==> src/rtl/imem_loadable.sv <==
// ---------------------------------------------------------------------------
// imem_loadable
//   Word-addressed instruction memory for the RISC-V core. After reset the
//   array sweeps itself full of NOPs, then accepts a program over a
//   valid/ready stream and serves registered (1-cycle latency) fetches that
//   are flagged for misaligned or out-of-range byte addresses.
//
// Parameters
//   DATA_W    instruction word width
//   DEPTH     number of words (>= 2, need not be a power of two)
//   ADDR_W    byte-address width of the fetch port
//   NOP_WORD  fill value, also returned on faulting fetches
//
// Ports
//   clk            clock
//   reset          synchronous, active-high reset
//   fetch_req_i    fetch request this cycle
//   fetch_addr_i   fetch byte address
//   fetch_valid_o  response valid (one cycle after an accepted request)
//   fetch_instr_o  fetched word (holds its value while fetch_valid_o is low)
//   fetch_fault_o  misaligned or out-of-range address
//   ld_valid_i     load beat present
//   ld_ready_o     load beat accepted when high together with ld_valid_i
//   ld_data_i      word to store
//   ld_last_i      final word of the program
//   busy_o         high while clearing or loading; fetches are dropped
//   ld_count_o     words written by the last or current load
//   ld_err_o       sticky: load ran past DEPTH words
//
// Optional feature
//   IMEM_TRACE_EN  when defined, every fetch response and every load beat is
//                  printed with $display. Undefined by default.
// ---------------------------------------------------------------------------
module imem_loadable #(
  parameter int                 DATA_W   = 32,
  parameter int                 DEPTH    = 64,
  parameter int                 ADDR_W   = 32,
  parameter logic [DATA_W-1:0]  NOP_WORD = 'h00000013
) (
  input  logic                         clk,
  input  logic                         reset,
  input  logic                         fetch_req_i,
  input  logic [ADDR_W-1:0]            fetch_addr_i,
  output logic                         fetch_valid_o,
  output logic [DATA_W-1:0]            fetch_instr_o,
  output logic                         fetch_fault_o,
  input  logic                         ld_valid_i,
  output logic                         ld_ready_o,
  input  logic [DATA_W-1:0]            ld_data_i,
  input  logic                         ld_last_i,
  output logic                         busy_o,
  output logic [$clog2(DEPTH+1)-1:0]   ld_count_o,
  output logic                         ld_err_o
);

  localparam int PTR_W = (DEPTH > 1) ? $clog2(DEPTH) : 1;
  localparam int CNT_W = $clog2(DEPTH + 1);
  localparam logic [PTR_W-1:0] LAST_PTR = PTR_W'(DEPTH - 1);

  typedef enum logic [1:0] {
    CLEAR = 2'd0,
    RUN   = 2'd1,
    LOAD  = 2'd2
  } state_e;

  state_e             state_q, state_d;
  logic [PTR_W-1:0]   writePtr_q, writePtr_d;
  logic [CNT_W-1:0]   ldCount_q, ldCount_d;
  logic               ldErr_q, ldErr_d;
  logic               busy_q;
  logic               ldReady_q;
  logic               fetchValid_q;
  logic [DATA_W-1:0]  fetchInstr_q;
  logic               fetchFault_q;

  logic [DATA_W-1:0]  mem [DEPTH];

  logic               beatAccepted;
  logic               memWrEn;
  logic [PTR_W-1:0]   memWrAddr;
  logic [DATA_W-1:0]  memWrData;

  logic [ADDR_W-1:0]  wordIdx;
  logic [PTR_W-1:0]   readIdx;
  logic               fetchAccept;
  logic               fetchFault;

  // Fetch address decode: a request is only honoured in RUN; any address
  // that is not word aligned or points past the last word is a fault.
  always_comb begin
    wordIdx     = fetch_addr_i >> 2;
    readIdx     = wordIdx[PTR_W-1:0];
    fetchFault  = (fetch_addr_i[1:0] != 2'b00) || (wordIdx >= ADDR_W'(DEPTH));
    fetchAccept = fetch_req_i && (state_q == RUN);
  end

  // Next-state logic for the clear sweep and the load stream. The write
  // port is shared: CLEAR writes NOPs at the pointer, RUN/LOAD write beats.
  // A program that reaches the last word without ld_last is truncated and
  // flagged; the next beat then starts a fresh load at index 0.
  always_comb begin
    beatAccepted = ld_valid_i && ldReady_q;
    state_d      = state_q;
    writePtr_d   = writePtr_q;
    ldCount_d    = ldCount_q;
    ldErr_d      = ldErr_q;
    memWrEn      = 1'b0;
    memWrAddr    = writePtr_q;
    memWrData    = ld_data_i;

    case (state_q)
      CLEAR: begin
        memWrEn   = 1'b1;
        memWrData = NOP_WORD;
        if (writePtr_q == LAST_PTR) begin
          writePtr_d = '0;
          state_d    = RUN;
        end else begin
          writePtr_d = writePtr_q + PTR_W'(1);
        end
      end

      RUN: begin
        if (beatAccepted) begin
          memWrEn   = 1'b1;
          memWrAddr = '0;
          ldCount_d = CNT_W'(1);
          ldErr_d   = 1'b0;
          if (ld_last_i) begin
            writePtr_d = '0;
          end else begin
            writePtr_d = PTR_W'(1);
            state_d    = LOAD;
          end
        end
      end

      LOAD: begin
        if (beatAccepted) begin
          memWrEn   = 1'b1;
          ldCount_d = ldCount_q + CNT_W'(1);
          if (ld_last_i) begin
            writePtr_d = '0;
            state_d    = RUN;
          end else if (writePtr_q == LAST_PTR) begin
            ldErr_d    = 1'b1;
            writePtr_d = '0;
            state_d    = RUN;
          end else begin
            writePtr_d = writePtr_q + PTR_W'(1);
          end
        end
      end

      default: begin
        state_d    = CLEAR;
        writePtr_d = '0;
      end
    endcase
  end

  // FSM registers. busy and ld_ready are registered from the next state so
  // they depend on the state alone and never on ld_valid.
  always_ff @(posedge clk) begin
    if (reset) begin
      state_q    <= CLEAR;
      writePtr_q <= '0;
      ldCount_q  <= '0;
      ldErr_q    <= 1'b0;
      busy_q     <= 1'b1;
      ldReady_q  <= 1'b0;
    end else begin
      state_q    <= state_d;
      writePtr_q <= writePtr_d;
      ldCount_q  <= ldCount_d;
      ldErr_q    <= ldErr_d;
      busy_q     <= (state_d != RUN);
      ldReady_q  <= (state_d != CLEAR);
    end
  end

  // Storage array. Writes are suppressed while reset is held so an aborted
  // load cannot land a stray beat.
  always_ff @(posedge clk) begin
    if (memWrEn && !reset) begin
      mem[memWrAddr] <= memWrData;
    end
  end

  // Registered fetch response. Reading mem here sees the pre-write contents
  // when a load beat hits the same word in the same cycle.
  always_ff @(posedge clk) begin
    if (reset) begin
      fetchValid_q <= 1'b0;
      fetchInstr_q <= NOP_WORD;
      fetchFault_q <= 1'b0;
    end else begin
      fetchValid_q <= fetchAccept;
      if (fetchAccept) begin
        fetchFault_q <= fetchFault;
        fetchInstr_q <= fetchFault ? NOP_WORD : mem[readIdx];
      end
    end
  end

`ifdef IMEM_TRACE_EN
  logic [ADDR_W-1:0] traceAddr_q;

  // Simulation trace of fetch responses and load beats.
  always_ff @(posedge clk) begin
    if (fetchAccept) begin
      traceAddr_q <= fetch_addr_i;
    end
    if (!reset && fetchValid_q) begin
      $display("%0t imem fetch addr=%h instr=%h fault=%b",
               $time, traceAddr_q, fetchInstr_q, fetchFault_q);
    end
    if (!reset && memWrEn && (state_q != CLEAR)) begin
      $display("%0t imem load index=%0d data=%h", $time, memWrAddr, memWrData);
    end
  end
`else
  // No trace logic in the default build.
`endif

  assign fetch_valid_o = fetchValid_q;
  assign fetch_instr_o = fetchInstr_q;
  assign fetch_fault_o = fetchFault_q;
  assign ld_ready_o    = ldReady_q;
  assign busy_o        = busy_q;
  assign ld_count_o    = ldCount_q;
  assign ld_err_o      = ldErr_q;

endmodule

==> config.mk <==
export PLATFORM = sky130hd
export DESIGN_NAME = imem_loadable
export DESIGN_NICKNAME = d
export VERILOG_FILES = /design/src/rtl/imem_loadable.sv
export SDC_FILE = /design/constraint.sdc
export NUM_CORES = 2
export LEC_CHECK = 0
export ABC_AREA = 0
export CAP_MARGIN = 10
export CORE_MARGIN = 3
export CORE_UTILIZATION = 60
export CTS_BUF_LIST = sky130_fd_sc_hd__clkbuf_4
export CTS_CLUSTER_SIZE = 16
export DETAILED_ROUTE_END_ITERATION = 7
export PLACE_DENSITY = 0.77
export SKIP_LAST_GASP = 1
export SYNTH_ARGS = -nofsm -noshare
export SYNTH_HDL_FRONTEND = slang
export SYNTH_SLANG_ARGS = --single-unit
==> constraint.sdc <==
create_clock -name clk -period 10 [get_ports clk]
set_clock_uncertainty 0.1 [all_clocks]
set_input_delay 2 -clock clk [delete_from_list [all_inputs] [get_ports clk]]
set_output_delay 2 -clock clk [all_outputs]
set_load 0.005 [all_outputs]
### Word-level counts from Yosys, hierarchy flattened

Memory sizes are Yosys's and may differ from the RTL's.
Cells that the tools add are included.

| storage, ports and cells | value |
|---|---|
| bits in registers | 52 |
| bits in writable memories | 2048 |
| input port bits | 69 |
| logic and storage cells | 62 |
| memories kept | 1 |

Memory list:

| name | depth | bits a word | rd ports | clocked after memory_dff | wr ports | line | text |
|---|---|---|---|---|---|---|---|
| mem | 64 | 32 | 1 | 0 | 1 | 76 | `logic [DATA_W-1:0] mem [DEPTH];` |

| operators by class | value |
|---|---|
| add/subtract/negate cells | 2 |
| $lt $le $gt $ge | 1 |
| equality and inequality tests | 8 |
| muxes and demuxes | 28 |
| reductions and logical operators | 13 |

Operator list:

| cell | number |
|---|---|
| 2-to-1 mux 32 bit | 2 |
| 2-to-1 mux 6 bit | 6 |
| greater-or-equal comparator 30 x 7 -> 1 bit (second input constant) | 1 |
| one-hot mux 6 bit (3 select lines) | 1 |
| 2-to-1 mux 7 bit | 2 |
| one-hot mux 7 bit (2 select lines) | 1 |
| 2-to-1 mux 2 bit | 5 |
| 2-to-1 mux 1 bit | 8 |
| != test 2 bit (second input constant) | 4 |
| adder 7 x 1 -> 7 bit (second input constant) | 1 |
| adder 6 x 1 -> 6 bit (second input constant) | 1 |
| equality test 6 bit (second input constant) | 1 |
| one-hot mux 2 bit (3 select lines) | 1 |
| nonzero test 2 bit | 3 |
| AND reduction 5 bit | 1 |
| one-hot mux 1 bit (2 select lines) | 2 |
| logical AND 1 bit | 3 |
| AND reduction 3 bit | 1 |
| equality test 2 x 1 -> 1 bit (second input constant) | 1 |
| equality test 2 bit (second input constant) | 1 |
| logical NOT 2 bit | 1 |
| != test 2 x 1 -> 1 bit (second input constant) | 1 |
| AND reduction 2 bit | 1 |
| OR reduction 2 bit | 1 |
| other kinds (2) | 2 |

### Logic depth before layout (Yosys ltp)

| depth | value |
|---|---|
| depth in word-level cells | 6 |
| depth in mapped cells | 10 |
| depth with buffers taken out | 8 |

### Worst setup path after synthesis

Ideal clock, no wire load.

| timing | value |
|---|---|
| path kind | input-to-reg |
| start point | in ld_valid_i |
| end point | mem mem[48][0] (enable) |
| setup time | 0.461 ns |
| data arrival time | 4.975 ns |
| required time | 9.439 ns |
| path slack | 4.464 ns |
| cell stages on the path | 6 |
| path buffers | 1 |
| cell sequence | and2_1 > clkbuf_1 > a21oi_1 > nor2_1 > nand4b_1 > nor3_1 |

| between the ends | value |
|---|---|
| longest elaborated chain between the ends | 6 |
| elaborated cells on any way between the ends | 8 |

RTL lines:

| element | line | text |
|---|---|---|
| start: declaration | 47 | `input logic ld_valid_i,` |
| logical AND 1 bit (*) | 102 | `beatAccepted = ld_valid_i && ldReady_q;` |
| 2-to-1 mux 1 bit | 124, 139 |  |
| one-hot mux 1 bit (2 select lines) | 111 | `case (state_q)` |
| logical AND 1 bit | 185 | `if (memWrEn && !reset) begin` |
| 2-to-1 mux 1 bit | 185 |  |
| 2-to-1 mux 1 bit (not written as such) | 186 | `mem[memWrAddr] <= memWrData;` |
| end: declaration | 76 |  |

Every way passes the cells marked *; elsewhere a longest branch is shown, timed or not.

### Worst setup path in the final report

| timing | value |
|---|---|
| start point | in reset |
| end point | mem mem[38][20] (enable) |

| between the ends | value |
|---|---|
| longest elaborated chain between the ends | 4 |

RTL lines:

| element | line | text |
|---|---|---|
| start: declaration | 41 | `input logic reset,` |
| logical NOT 1 bit | 185 |  |
| logical AND 1 bit | 185 |  |
| 2-to-1 mux 1 bit | 185 |  |
| 2-to-1 mux 1 bit (not written as such) | 186 |  |

No other way between the ends.

==> impl_metrics.json <==
{
  "syn_nets": 3920,
  "status": "complete, no violations",
  "p_leak_uw": 0.0298,
  "start_util": 0.606,
  "fmax_mhz": 179,
  "numClockSinks": 2100,
  "synth_cells": 3845,
  "pwr_density_cell_mw_per_mm2": 188,
  "cts_resized": 0,
  "worst-endpoint-arrival_ns": 6.38,
  "r2r_start": "state_q[0]$_SDFF_PP0_",
  "reg2reg_slack_ns": 4.80,
  "root_buffer": "clkbuf_4",
  "yosysSeqAreaShare": 0.773,
  "grt_pass1_wl_um": 289000,
  "path_class": "primary input to register",
  "antenna_found_initial": 10,
  "fill_cells": 8055,
  "min_period_over_period": 0.557,
  "critPathLaunch": "reset",
  "gp_congestion": 0.865,
  "synth_cell_type_count": 58,
  "die_x_um": 373,
  "cp.required_ns": 10.81,
  "finalSetupTns_ns": 0,
  "tritoncts": "yes",
  "post_cts_buffers": 0,
  "cts.clk_slew.worst_paths_ns": 0.06,
  "ys_ff_latch": 2100,
  "cts_hold_buffers": 0,
  "ir_drop_uv": 143,
  "drtPass1Iterations": 6,
  "rsz0062_at_grt": "false",
  "portBuffers": 112,
  "grt_max_degree": 136,
  "dp_hpwl_um": 113000,
  "hold_viol_final": 0,
  "rr_worst_depth": 7,
  "die-area_mm2": 0.139,
  "clk_latency_ns": 1.33,
  "max_slew_margin": 0.119,
  "die_y_um": 373,
  "synth-main-ff-cell": "edfxtp_1",
  "layout-drive-gt1-share": 0.298,
  "avgSynthCellArea_um2": 21.1,
  "slew_viol_final": 0,
  "r2r-end": "mem[38][20]$_DFFE_PP_",
  "hold_class": "register to register",
  "row_count": 134,
  "finalSetupViolCount": 0,
  "wl_per_cell_um": 30.8,
  "synthArstFlopShare": 0,
  "tightest_slew_ns": 1.31,
  "drtIter0Drc": 5879,
  "final_nets": 4443,
  "layout_min_cycle_time_ns": 5.57,
  "drt_wl_total_um": 199000,
  "finalPower_uw": 17100,
  "cts_buffers": 535,
  "vias": 42700,
  "cts.htree.levels": 6,
  "max_cap_violations": 0,
  "ant_nets": 0,
  "cp_max_fo": 32,
  "pin_count": 113,
  "endpoint_kind": "register",
  "clk_path_buf_depth": 4,
  "viasPerCell": 6.61,
  "hold_depth": 2,
  "synth_edf_count": 2048,
  "critPathLaunchType": "primary input",
  "syn_to_final_growth_pct": 12.2,
  "synth_warnings": 0,
  "overflow": 0,
  "grt_pass1_vias": 42700,
  "core_area_mm2": 0.134,
  "hp-start": "fetch_fault_o$_SDFFE_PP0P_",
  "min_to": "fetch_fault_o$_SDFFE_PP0P_",
  "syn_area_mm2": 0.0809,
  "gr-usage-all-layers": 0.288,
  "drc": 0
}
[through the flow]
| step | cell area (um2) | setup slack, ns | util | hold slack [ns] | std cells |
|---|---|---|---|---|---|
| after floorplan | 80900 | 4.46 | - | 0.349 | 3845 |
| after global placement | 84600 | 3.26 | 0.633 | 0.377 | 5596 |
| after detailed placement | 84600 | 3.24 | 0.633 | 0.383 | 5596 |
| after CTS | 90800 | 4.63 | 0.679 | 0.402 | 6444 |
| after global routing | 90800 | 4.27 | 0.680 | 0.436 | 6454 |
| final | 90800 | 4.43 | 0.680 | 0.396 | 6456 |
[how the worst max path moves through the flow]
stage                            end
3_3_place_gp   mem[14][24]$_DFFE_PP_
3_5_place_dp   mem[14][31]$_DFFE_PP_
4_1_cts        mem[14][13]$_DFFE_PP_
2_1_floorplan   mem[48][0]$_DFFE_PP_
5_1_grt        mem[14][13]$_DFFE_PP_
6_report       mem[38][20]$_DFFE_PP_
[final cells by class]
| cell class | count | area [um2] | area share |
|---|---|---|---|
| clock buffers | 729 | 5470 | 0.0603 |
| clock inverters | 119 | 709 | 0.00781 |
| repair buffers | 205 | 1890 | 0.0208 |
| well taps | 1768 | 2210 | 0.0244 |
| diodes | 9 | 22.5 | 0.000248 |
| inverters | 6 | 22.5 | 0.000248 |
| flip-flops and latches | 2100 | 62500 | 0.689 |
| multi-input cells | 1520 | 17900 | 0.198 |
[power by group]
part	internal, uW	switching, uW
Sequential	9530	9.92
Combinational	278	415
Clock	3580	3250
[cells in the final DEF (no fill, tap or decap), types with 17 or more instances in the layout]
master and instances:
a221oi_1 96, a31oi_1 17, nor2_4 66, mux4_1 44, clkbuf_4 731, nor2b_4 30
o31ai_1 29, o21ai_0 59, a21oi_1 26, nor2_1 75, nand2_1 68, a32o_1 17
edfxtp_1 2048, a22oi_1 50, mux2i_1 250, o211ai_1 23, o22ai_1 53, mux2_2 75
mux4_2 334, clkinv_1 86, dfxtp_1 52, clkdlybuf4s50_1 107, buf_4 87, a221o_1 32
[cell usage after synthesis, drive strengths merged (3+ instances only)]
library cell  number  area (um2)
nor2             147         562
mux4             378        8680
a22oi             50         375
nor4              11        75.1
or2                6        37.5
a221o             32         320
dfxtp             52        1040
o21bai             4        30.0
o211ai            23         173
buf              149         932
mux2i            250        2500
nand3b             5        37.5
a21oi             27         135
nand2             69         259
nand2b            15        93.8
a2111oi            3        26.3
o22ai             53         332
o31ai             29         218
nand3             16        80.1
mux2              75         845
a211oi             7        52.6
clkbuf            68         256
a22o               5        43.8
a221oi            96         841
a31o               5        43.8
and2               8        50.1
and3               4        25.0
edfxtp          2048       61500
clkinv             3        11.3
nor3               4        20.0
a32oi              5        43.8
o32a               3        30.0
o21ai             76         380
o311ai             8        70.1
nor2b             48         300
a31oi             17         106
ha                 6        75.1
xor2               6        52.6
inv                3        11.3
a32o              17         170
nand4              5        31.3
[kinds of logic after synthesis]
logic type / after synthesis / synth area share
flops: 2100 / 0.773
compound gates: 463 / 0.0422
mux: 703 / 0.149
fa+ha+maj: 6 / 0.000927
simple gates: 341 / 0.0197
buf+inv: 225 / 0.0152
xor+xnor: 7 / 0.000757
[worst max-delay path, stage by stage]
cell and delay, ns:
clkdlybuf4s50_1 0.66, or2_2 0.45, nor4_1 0.88, nand3_1 1.09, nor2_4 1.26
[layer usage]
| layer | global-route usage | vias up | part of all wire |
|---|---|---|---|
| met1 | 0.389 | 21900 | 0.36 |
| met5 | 0 | - | 0.00037 |
| met4 | 0.114 | 4 | 0.035 |
| met3 | 0.0962 | 351 | 0.13 |
| met2 | 0.439 | 2874 | 0.48 |
| li1 | - | 17600 | - |
[flip-flops by register name, indices dropped and copies added (netlist names), 2 cells and up]
signal         flops
fetch_instr_o     32
mem             2048
writePtr_q         6
state_q            2
ld_count_o         7
Note: power is estimated with default switching activity, not from simulation.
